File: src/rtl/serial_subtractor_pkg.sv
// Shared types and the one-bit borrow arithmetic for the bit-serial subtractor.
package serial_subtractor_pkg;

  typedef enum logic [1:0] {IDLE, SHIFT, DONE} sub_state_t;

  // Returns {borrow_out, difference} for a single bit position.
  function automatic logic [1:0] full_sub(input logic a, input logic b, input logic bw);
    full_sub = {(~a & b) | (~(a ^ b) & bw), a ^ b ^ bw};
  endfunction

endpackage

File: src/rtl/serial_subtractor_full_subtractor_bit.sv
// Combinational one-bit full subtractor: d = a - b - bin, bout = borrow out.
module full_subtractor_bit
  import serial_subtractor_pkg::*;
(
  input  logic a,
  input  logic b,
  input  logic bin,
  output logic d,
  output logic bout
);

  assign {bout, d} = full_sub(a, b, bin);

endmodule

File: src/rtl/serial_subtractor.sv
// Bit-serial subtractor: out = in1 - in2 as a (WIDTH+1)-bit two's-complement value,
// one bit per clock, LSB first, with a start/busy/done handshake.
module serial_subtractor
  import serial_subtractor_pkg::*;
#(
  parameter int WIDTH = 8
) (
  input  logic             clk,
  input  logic             rst,
  input  logic             start,
  input  logic [WIDTH-1:0] in1,
  input  logic [WIDTH-1:0] in2,
  output logic             busy,
  output logic             done,
  output logic [WIDTH:0]   out
);

  localparam int CNT_W = $clog2(WIDTH);
  localparam logic [CNT_W-1:0] LAST_CNT = CNT_W'(WIDTH - 1);

  sub_state_t       state;
  logic [WIDTH-1:0] a_sh;
  logic [WIDTH-1:0] b_sh;
  logic [WIDTH-1:0] res_sh;
  logic [WIDTH-1:0] res_sh_next;
  logic [CNT_W-1:0] count;
  logic             borrow;
  logic             d_bit;
  logic             bw_next;
  logic             start_ok;

  // An X/Z start must not launch an operation, so only a clean 1 counts.
  assign start_ok    = (start === 1'b1);
  assign busy        = (state == SHIFT);
  assign res_sh_next = {d_bit, res_sh[WIDTH-1:1]};

  full_subtractor_bit u_bit (
    .a    (a_sh[0]),
    .b    (b_sh[0]),
    .bin  (borrow),
    .d    (d_bit),
    .bout (bw_next)
  );

  always_ff @(posedge clk or negedge rst) begin
    if (!rst) begin
      state  <= IDLE;
      a_sh   <= '0;
      b_sh   <= '0;
      res_sh <= '0;
      borrow <= 1'b0;
      count  <= '0;
      out    <= '0;
      done   <= 1'b0;
    end else begin
      case (state)
        IDLE, DONE: begin
          done <= 1'b0;
          if (start_ok) begin
            a_sh   <= in1;
            b_sh   <= in2;
            res_sh <= '0;
            borrow <= 1'b0;
            count  <= '0;
            state  <= SHIFT;
          end else begin
            state <= IDLE;
          end
        end
        SHIFT: begin
          a_sh   <= a_sh >> 1;
          b_sh   <= b_sh >> 1;
          res_sh <= res_sh_next;
          borrow <= bw_next;
          count  <= count + CNT_W'(1);
          // The result is published only once, complete, on the final bit.
          if (count == LAST_CNT) begin
            out   <= {bw_next, res_sh_next};
            done  <= 1'b1;
            state <= DONE;
          end
        end
        default: state <= IDLE;
      endcase
    end
  end

endmodule

File: config.mk
export PLATFORM = sky130hd
export DESIGN_NAME = serial_subtractor
export DESIGN_NICKNAME = d
export VERILOG_FILES = /design/src/rtl/serial_subtractor_pkg.sv /design/src/rtl/serial_subtractor_full_subtractor_bit.sv /design/src/rtl/serial_subtractor.sv
export SDC_FILE = /design/constraint.sdc
export NUM_CORES = 1
export LEC_CHECK = 0
export ABC_AREA = 1
export CAP_MARGIN = 40
export CORE_ASPECT_RATIO = 0.7
export CORE_MARGIN = 1.5
export CORE_UTILIZATION = 32
export DETAILED_ROUTE_END_ITERATION = 10
export PLACE_DENSITY = 0.53
export SYNTH_ARGS = -nofsm -noshare
export SYNTH_HDL_FRONTEND = slang
export SYNTH_SLANG_ARGS = --single-unit
export TNS_END_PERCENT = 100
File: constraint.sdc
create_clock -name clk -period 1.37 [get_ports clk]
set_input_delay 0.274 -clock clk [delete_from_list [all_inputs] [get_ports clk]]
set_output_delay 0.274 -clock clk [all_outputs]
set_load 0.01 [all_outputs]
==> impl_metrics.py, run 1 <==
metrics = {
    "run_status": {
        "outcome": "finished, final reports clean",
    },
    "cells_and_area": {
        "final_common_cell": "nand2_1",
        "multi_input_area_um2": 651,
        "fin_area_mm2": 0.00237,
        "layout-drive-gt1-share_pct": 14.8,
        "mostFrequentLayoutCells": "nand2_1, inv_1, dfrtp_1",
        "fin_util_pct": 43.9,
        "area_growth_pct": 28.1,
        "antenna_cells": 0,
        "n_fill_cell": 569,
        "final_nets": 278,
        "regArea_um2": 976,
        "instances_no_fill": 329,
    },
    "pwr": {
        "p_sw_share_pct": 40.9,
        "power_leakage_nw": 1.27,
        "powerDensity_mw_per_mm2": 2280,
        "p_int_mw": 3.19,
        "p_comb_share_pct": 48.8,
        "p_clk_share_pct": 14.6,
        "power.switching_mw": 2.21,
        "ir_drop_mv": 1.02,
        "fin_total_pwr_mw": 5.40,
        "sequentialPowerShare_pct": 36.6,
    },
    "drt": {
        "first_pass_iters": 4,
        "wl_met3_um": 184,
        "avgViaCountPerCell": 4.27,
        "drt-initial-drc-count": 74,
        "drt-met1-wl_um": 1950,
        "top_layer": "met4",
        "ant_nets": 0,
        "drt-total-wl_um": 3700,
        "dr_total_vias": 1406,
        "wl_met2_um": 1530,
        "avgRoutedWirePerCell_um": 11.2,
        "drc": 0,
    },
    "synth": {
        "synth.area.top_cells": "dfrtp_1, nand2_1, inv_1",
        "synth_seq_cells": 39,
        "ys_warn_count": 0,
        "syn_area_mm2": 0.00185,
        "synth_nets": 240,
        "yosysTopAreaCellShare_pct": 52.7,
        "synth.avg_cell_area_um2": 8.49,
        "yosysSeqAreaShare_pct": 52.7,
        "synth_cells": 218,
        "synthDistinctLibCells": 20,
        "synth_top_area_cell": "dfrtp_1",
    },
    "setup_path": {
        "rr_worst_depth": 6,
        "crit_chain": "ha_1, ha_1, nand2_4, buf_12, nand2_1, o21ai_2",
        "max_stage_delay_ns": 0.41,
        "critPathTopFamily": "adder cells",
        "cp.arrival_ns": 1.52,
        "cp-end-kind": "register",
        "reg2reg_from": "count[0]",
        "startpoint": "count[0]",
        "cp-start-kind": "register",
        "cpMaxStageDelayCell": "dfrtp_1",
        "path_max_fanout": 11,
        "cp_num_buf_inv": 1,
        "worstReg2RegEnd": "out[2]",
        "worstSetupPathType": "register to register",
        "worstPathRequired_ns": 1.60,
        "ff2ff_setup_slack_ns": 0.07,
        "path_common_cell": "ha_1",
    },
    "clock_tree": {
        "cts_num_sinks": 39,
        "cts_tree": "yes",
        "htreeDepth": 2,
        "cts_buffers": 5,
        "postCtsSetupRepairBufs": 0,
        "cts_root_buffer": "clkbuf_8",
        "clk_transition_reported_paths_ns": 0.08,
        "clock_path_buffers": 2,
        "insertion_delay_ns": 0.29,
    },
    "placed_design": {
        "dpl.cell_count": 320,
        "port_buffers": 29,
        "dpl_worst_slack_ns": 0.0468,
        "gp_congestion": 0.735,
        "place_area_mm2": 0.00228,
        "dp_hpwl_um": 2510,
    },
    "worst_hold_path": {
        "hold_class": "input port to async pin",
    },
    "global_routing": {
        "track_usage_pct": 13.5,
        "grt_pass1_vias": 1346,
        "grt_max_degree": 40,
        "gr-total-overflow": 0,
        "antenna_found_initial": 0,
        "grt_pass1_wl_um": 6370,
    },
    "timing": {
        "setup_slack_ns": 0.0743,
        "finalCriticalPeriod_ns": 1.30,
        "finalCritPeriodShare_pct": 94.6,
        "hold_viol_final": 0,
        "fmax_mhz": 772,
        "rsz0062_at_grt": "no",
        "tns_ns": 0,
        "final_max_slew_viol_count": 0,
        "hold-worst-slack_ns": 0.462,
        "skew_ns": 0.00806,
        "setup_violations": 0,
        "slew_headroom_pct": 83.8,
        "tightest_slew_ns": 0.243,
    },
    "floorplan": {
        "die_area_mm2": 0.00626,
        "boundaryPins": 30,
        "fp.dieH_um": 66.6,
        "start_util_pct": 34.3,
        "core_area_mm2": 0.00540,
        "die_w_um": 93.9,
        "rows": 22,
    },
    "run": {
        "max_cap_viol_count": 0,
    },
}
[power groups by stage]
stage / clock (mW) / sequential [mW] / combinational [mW]
finish: 0.788 / 1.98 / 2.64
global route: 0.861 / 2.06 / 3.04
CTS: 0.813 / 1.98 / 2.65
detailed placement: 0 / 2.00 / 2.74
global placement: 0 / 2.00 / 2.72
floorplan: 0 / 2.01 / 1.79
[kinds of logic (layout without fill, tap and decap cells)]
| group | count (synthesis) | in the layout | synth area share [%] |
|---|---|---|---|
| AND/OR/NAND/NOR | 105 | 105 | 25.1 |
| buffers and inverters | 51 | 90 | 12.7 |
| flip-flops | 39 | 39 | 52.7 |
| AO/OA/AOI/OAI | 20 | 20 | 7.03 |
| adder cells (fa/ha/maj) | 3 | 3 | 2.43 |
[area by class of cell]
type / instances / area share, %
Sequential cell: 39 / 41.2
Multi-Input combinational cell: 128 / 27.4
Timing Repair Buffer: 40 / 17.0
Inverter: 42 / 6.86
Tap cell: 72 / 3.80
Clock buffer: 5 / 2.90
Clock inverter: 3 / 0.844
[layer usage]
| metal | track usage, % | vias up |
|---|---|---|
| met5 | 0 | - |
| met4 | 4.48 | 0 |
| met3 | 3.42 | 5 |
| met2 | 19.4 | 31 |
| met1 | 19.5 | 629 |
| li1 | - | 741 |
[worst min-delay path, cell delays in order]
cell and delay [ns]:
dlygate4sd3_1 0.52, buf_2 0.12, buf_12 0.21
[worst max-delay path by stage]
| stage | slack, ns | cells after the start | endpoint |
|---|---|---|---|
| floorplan | 0.13 | 4 | borrow |
| global placement | 0.06 | 2 | busy |
| detailed placement | 0.05 | 6 | a_sh[0] |
| CTS | 0.03 | 3 | busy |
| global route | 0.005 | 6 | b_sh[3] |
| finish | 0.07 | 6 | out[2] |
[synthesized netlist by cell type, drive strengths merged]
cell / count
a21oi: 1
buf: 9
dfrtp: 39
fa: 1
ha: 2
inv: 42
nand2: 74
nand3: 28
nor2: 2
o21ai: 19
or2: 1
[registers in the layout, summed over array words and instances (netlist names)]
signal / count
out: 9
a_sh: 8
b_sh: 8
res_sh: 7
count: 3
state: 2
borrow: 1
done: 1
[timing repair]
item,in CTS,in global routing
setup endpoints to repair,11,18
resized for setup,12,3
endpoints found under the hold margin,39,0
hold buffers,1,0
pin swaps,0,1
(Power assumes the default switching activity.)
==> run 2: changes to the inputs <==
--- a/config.mk
+++ b/config.mk
@@ -11,5 +11,6 @@
 export CORE_MARGIN = 1.5
-export CORE_UTILIZATION = 32
+export CORE_UTILIZATION = 25
 export DETAILED_ROUTE_END_ITERATION = 10
-export PLACE_DENSITY = 0.53
+export DONT_BUFFER_PORTS = 1
+export PLACE_DENSITY = 0.39
 export SYNTH_ARGS = -nofsm -noshare
==> constraint.sdc (replaced) <==
create_clock -name clk -period 1.37 [get_ports clk]
set_input_delay 0.137 -clock clk [delete_from_list [all_inputs] [get_ports clk]]
set_output_delay 0.137 -clock clk [all_outputs]
set_load 0.01 [all_outputs]
==> run 2 against run 1 <==
Clock skew is 0.0024 ns higher. Maximum frequency is 0.96% higher. Non-clock buffer count is 27 lower. Flip-flop and latch count stayed put. Critical path depth is 3 lower. Worst hold slack worse by 0.40 ns. Critical endpoint is now busy. Largest cell class unchanged.
==> impl_metrics.py, run 2 (synthesis results as in run 1) <==
metrics = {
    "run_status": {
        "outcome": "finished, final reports clean",
    },
    "cells_and_area": {
        "final_nets": 251,
        "mostFrequentLayoutCells": "nand2_1, inv_1, dfrtp_1",
        "fin_area_mm2": 0.00216,
        "final_common_cell": "nand2_1",
        "regMostFlops": "out",
        "layout-drive-gt1-share_pct": 15.2,
        "area_growth_pct": 16.5,
        "regArea_um2": 976,
        "largest_register_ffs": 9,
        "multi_input_area_um2": 648,
        "n_fill_cell": 795,
        "antenna_cells": 0,
        "top_regs": "out: 9 flops, a_sh: 8 flops, b_sh: 8 flops",
    },
    "placed_design": {
        "dp_hpwl_um": 2590,
        "dpl_worst_slack_ns": 0.116,
        "port_buffers": 0,
        "place_area_mm2": 0.00201,
        "gp_congestion": 0.704,
    },
    "drt": {
        "avgViaCountPerCell": 3.98,
        "ant_nets": 0,
        "dr_total_vias": 1307,
        "drc": 0,
        "first_pass_iters": 4,
        "avgRoutedWirePerCell_um": 11.6,
        "drt-total-wl_um": 3800,
        "drt-initial-drc-count": 61,
    },
    "timing": {
        "skew_ns": 0.0105,
        "tns_ns": 0,
        "finalCritPeriodShare_pct": 93.7,
        "fmax_mhz": 779,
        "hold_viol_final": 0,
        "setup_violations": 0,
        "finalCriticalPeriod_ns": 1.28,
        "setup_slack_ns": 0.0866,
        "slew_headroom_pct": 84.2,
        "tightest_slew_ns": 0.237,
        "rsz0062_at_grt": "no",
        "final_max_slew_viol_count": 0,
    },
    "pwr": {
        "p_sw_share_pct": 42.2,
        "p_clk_share_pct": 15.2,
        "p_int_mw": 2.98,
        "ir_drop_mv": 0.643,
        "powerDensity_mw_per_mm2": 2390,
        "power.switching_mw": 2.17,
        "fin_total_pwr_mw": 5.15,
        "power_leakage_nw": 1.14,
        "p_comb_share_pct": 44.5,
        "sequentialPowerShare_pct": 40.3,
    },
    "setup_path": {
        "worstSetupPathType": "register to output port",
        "crit_cells": 3,
        "max_stage_delay_ns": 0.48,
        "crit_chain": "inv_4, nor2_4, buf_4",
        "cpMaxStageDelayCell": "dfrtp_1",
        "startpoint": "state[0]",
        "worstPathRequired_ns": 1.23,
        "critPathTopFamily": "flip-flops",
        "path_max_fanout": 11,
        "reg2reg_from": "b_sh[0]",
        "cp_num_buf_inv": 2,
        "cp.arrival_ns": 1.15,
        "cp-start-kind": "register",
        "endpoint": "busy",
        "worstReg2RegEnd": "borrow",
        "rr_worst_depth": 4,
        "ff2ff_setup_slack_ns": 0.09,
        "cp-end-kind": "output port",
    },
    "clock_tree": {
        "cts_tree": "yes",
        "postCtsSetupRepairBufs": 0,
        "cts_num_sinks": 39,
        "clk_transition_reported_paths_ns": 0.08,
        "cts_buffers": 5,
        "clock_path_buffers": 2,
        "cts_root_buffer": "clkbuf_8",
        "insertion_delay_ns": 0.29,
        "htreeDepth": 2,
    },
    "global_routing": {
        "grt_pass1_wl_um": 6720,
        "track_usage_pct": 11.2,
        "grt_use_met1_pct": 14.5,
        "antenna_found_initial": 0,
        "use_met3_pct": 3.55,
        "gr-total-overflow": 0,
        "grt_pass1_vias": 1367,
        "busiest_layer": "met2",
        "grt_max_degree": 40,
        "met2_usage_pct": 17.8,
    },
    "worst_hold_path": {
        "hold_class": "input port to register",
    },
    "run": {
        "max_cap_viol_count": 0,
    },
    "floorplan": {
        "boundaryPins": 30,
        "core_area_mm2": 0.00722,
        "fp.dieH_um": 75.0,
        "die_w_um": 106,
        "start_util_pct": 25.6,
        "rows": 26,
        "die_area_mm2": 0.00794,
    },
}
run 2: cell count changes in the layout (fill, tap and decap cells not counted), sizes merged:
cell	change
clkdlybuf4s50	-17
clkbuf	-1
dlygate4sd3	+2
dlygate4sd2	-10
buf	-1
run 2: power groups by stage:
stage | sequential [mW] | combinational, mW | clock (mW)
after global routing | 2.15 | 2.70 | 0.879
final | 2.08 | 2.29 | 0.784
after detailed placement | 2.11 | 2.27 | 0
after CTS | 2.09 | 2.32 | 0.824
after floorplan | 2.01 | 1.79 | 0
after global placement | 2.11 | 2.28 | 0
run 2: metrics by stage:
stage	hold slack, ns	util [%]	cells
detailed placement	-0.156	27.8	316
finish	0.0651	29.9	328
global placement	-0.157	27.8	316
global route	0.0761	29.9	328
floorplan	-0.159	-	218
CTS	0.0279	29.7	328
run 2: worst min path at each step:
stage                start  endpoint  slack, ns  depth (start not counted)
floorplan              rst   a_sh[0]      -0.16                          0
global placement       rst    out[5]      -0.16                          0
detailed placement     rst    out[8]      -0.16                          0
CTS                  start  state[0]       0.03                          2
global route        in1[4]   a_sh[4]       0.08                          4
finish              in1[2]   a_sh[2]       0.07                          4
run 2: worst register-to-register path, stage by stage, from the launching register on:
cell     delay, ns
dfrtp_1       0.35
inv_1         0.06
fa_1          0.43
or2_2         0.30
o21ai_1       0.07
run 2: what timing repair did:
action,4_1_cts,5_1_grt
endpoints found under the setup margin,0,2
hold endpoints to repair,41,0
hold buffers,4,0
resized for setup,0,2
run 2: cell type report:
class                           count  share of cell area [%]
Timing Repair Buffer               13                    7.20
Sequential cell                    39                    45.3
Tap cell                           98                    5.69
Inverter                           42                    7.66
Clock inverter                      3                   0.929
Multi-Input combinational cell    128                    30.1
Clock buffer                        5                    3.19
run 2: routing by layer:
| metal | routed length, um | up-vias | part of all wire (%) |
|---|---|---|---|
| li1 | - | 682 | - |
| met1 | 1930 | 604 | 51 |
| met2 | 1660 | 16 | 44 |
| met3 | 164 | 5 | 4.3 |
| met4 | 43 | 0 | 1.1 |
| met5 | 0 | - | 0 |
==> run 3: changes to the inputs <==
- CORE_ASPECT_RATIO: 0.7 -> default
==> run 3 against run 2 <==
Clock skew decreased by 0.0061 ns. Final area down 0.17%. Count of clock-buffer cells in the layout is 2 higher. Sequential power about the same. Clock power rose by 11%. First-iteration DRC count rose by 21%. Combinational power fell by 2%. Total power grew 0.96%. Worst setup slack better by 0.012 ns. Die area hardly changed. Critical path type is now register to register. Critical endpoint is now out[6].
==> impl_metrics.py, run 3 (synthesis results as in run 1) <==
metrics = {
    "drt": {
        "ant_nets": 0,
        "dr_total_vias": 1336,
        "drt-total-wl_um": 3940,
        "drc": 0,
        "avgViaCountPerCell": 4.06,
        "avgRoutedWirePerCell_um": 12.0,
        "first_pass_iters": 4,
        "drt-initial-drc-count": 74,
    },
    "floorplan": {
        "boundaryPins": 30,
        "fp.dieH_um": 89.0,
        "start_util_pct": 25.7,
        "die_w_um": 89.0,
        "core_area_mm2": 0.00721,
        "die_area_mm2": 0.00793,
        "rows": 31,
    },
    "cells_and_area": {
        "regMostFlops": "out",
        "antenna_cells": 0,
        "fin_area_mm2": 0.00215,
        "mostFrequentLayoutCells": "nand2_1, inv_1, dfrtp_1",
        "layout-drive-gt1-share_pct": 16.1,
        "final_nets": 251,
        "fin_util_pct": 29.8,
        "area_growth_pct": 16.3,
        "top_regs": "out: 9 flops, a_sh: 8 flops, b_sh: 8 flops",
        "final_common_cell": "nand2_1",
        "largest_register_ffs": 9,
    },
    "timing": {
        "slew_headroom_pct": 84.3,
        "tightest_slew_ns": 0.233,
        "hold_viol_final": 0,
        "setup_slack_ns": 0.0983,
        "final_max_slew_viol_count": 0,
        "rsz0062_at_grt": "no",
        "setup_violations": 0,
        "finalCritPeriodShare_pct": 92.8,
        "tns_ns": 0,
        "finalCriticalPeriod_ns": 1.27,
        "fmax_mhz": 786,
        "skew_ns": 0.00433,
    },
    "clock_tree": {
        "insertion_delay_ns": 0.29,
        "cts_num_sinks": 39,
        "clk_transition_reported_paths_ns": 0.08,
        "clock_path_buffers": 2,
        "cts_tree": "yes",
        "htreeDepth": 2,
        "cts_root_buffer": "clkbuf_8",
        "cts_buffers": 5,
    },
    "pwr": {
        "ir_drop_mv": 0.731,
        "fin_total_pwr_mw": 5.20,
        "powerDensity_mw_per_mm2": 2420,
        "power_leakage_nw": 1.14,
    },
    "global_routing": {
        "gr-total-overflow": 0,
        "antenna_found_initial": 0,
        "grt_pass1_vias": 1318,
        "grt_max_degree": 40,
        "grt_pass1_wl_um": 6610,
        "track_usage_pct": 11.2,
    },
    "placed_design": {
        "dp_hpwl_um": 2630,
        "dpl_worst_slack_ns": 0.0748,
        "port_buffers": 0,
        "place_area_mm2": 0.00199,
        "gp_congestion": 0.736,
    },
    "setup_path": {
        "cp-start-kind": "register",
        "cp-end-kind": "register",
        "cp.arrival_ns": 1.50,
        "worstSetupPathType": "register to register",
        "worstPathRequired_ns": 1.60,
        "path_max_fanout": 12,
    },
    "run_status": {
        "outcome": "finished, final reports clean",
    },
    "worst_hold_path": {
        "hold_class": "input port to register",
    },
    "run": {
        "max_cap_viol_count": 0,
    },
}
[run 3: metrics by stage]
step,std cells,hold slack [ns]
after floorplan,218,-0.159
after global placement,316,-0.158
after detailed placement,316,-0.158
after CTS,328,0.0630
after global routing,329,0.0718
final,329,0.0668
[run 3: worst paths after layout]
kind / endpoint / startpoint / cells past startpoint / slack (ns)
min: a_sh[1] / in1[1] / 4 / 0.07
max reg2reg: out[6] / count[0] / 6 / 0.1
max: out[6] / count[0] / 6 / 0.1
max in group asynchronous: state[0] / rst / 2 / 0.85
min in group asynchronous: out[4] / rst / 2 / 0.30
min reg2reg: b_sh[4] / b_sh[4] / 2 / 0.49
[run 3: worst max-delay path, stage by stage (launching register included)]
cell and delay, ns:
dfrtp_1 0.40, ha_1 0.21, ha_1 0.22, nand2_4 0.11, buf_12 0.14, nand2_1 0.07, o21ai_2 0.05
[run 3: power breakdown]
group / internal [mW] / switching (mW) / total [mW]
combinational: 0.902 / 1.34 / 2.24
sequential: 1.70 / 0.382 / 2.09
clock: 0.458 / 0.415 / 0.873
[run 3: layer usage]
layer | share of wire (%) | vias to the layer above | GRT usage, %
met5 | 0 | - | 0
met4 | 1.4 | 0 | 4.20
met3 | 3.9 | 5 | 3.23
met2 | 45 | 26 | 17.6
met1 | 49 | 625 | 14.7
li1 | - | 680 | -
[run 3: timing repair]
| action | CTS | global route |
|---|---|---|
| hold endpoints to repair | 41 | 0 |
| setup endpoints to repair | 0 | 3 |
| setup buffers | 0 | 1 |
| hold buffers | 4 | 0 |
| gates resized for setup | 0 | 2 |
[run 3: area by class of cell]
| class | instances | area, um^2 |
|---|---|---|
| clock buffer | 7 | 96.3 |
| timing repair buffer | 13 | 143 |
| multi-input combinational | 128 | 642 |
| sequential | 39 | 977 |
| inverter | 42 | 163 |
| tap | 99 | 124 |
| clock inverter | 1 | 7.51 |
| fill | 784 | 5060 |
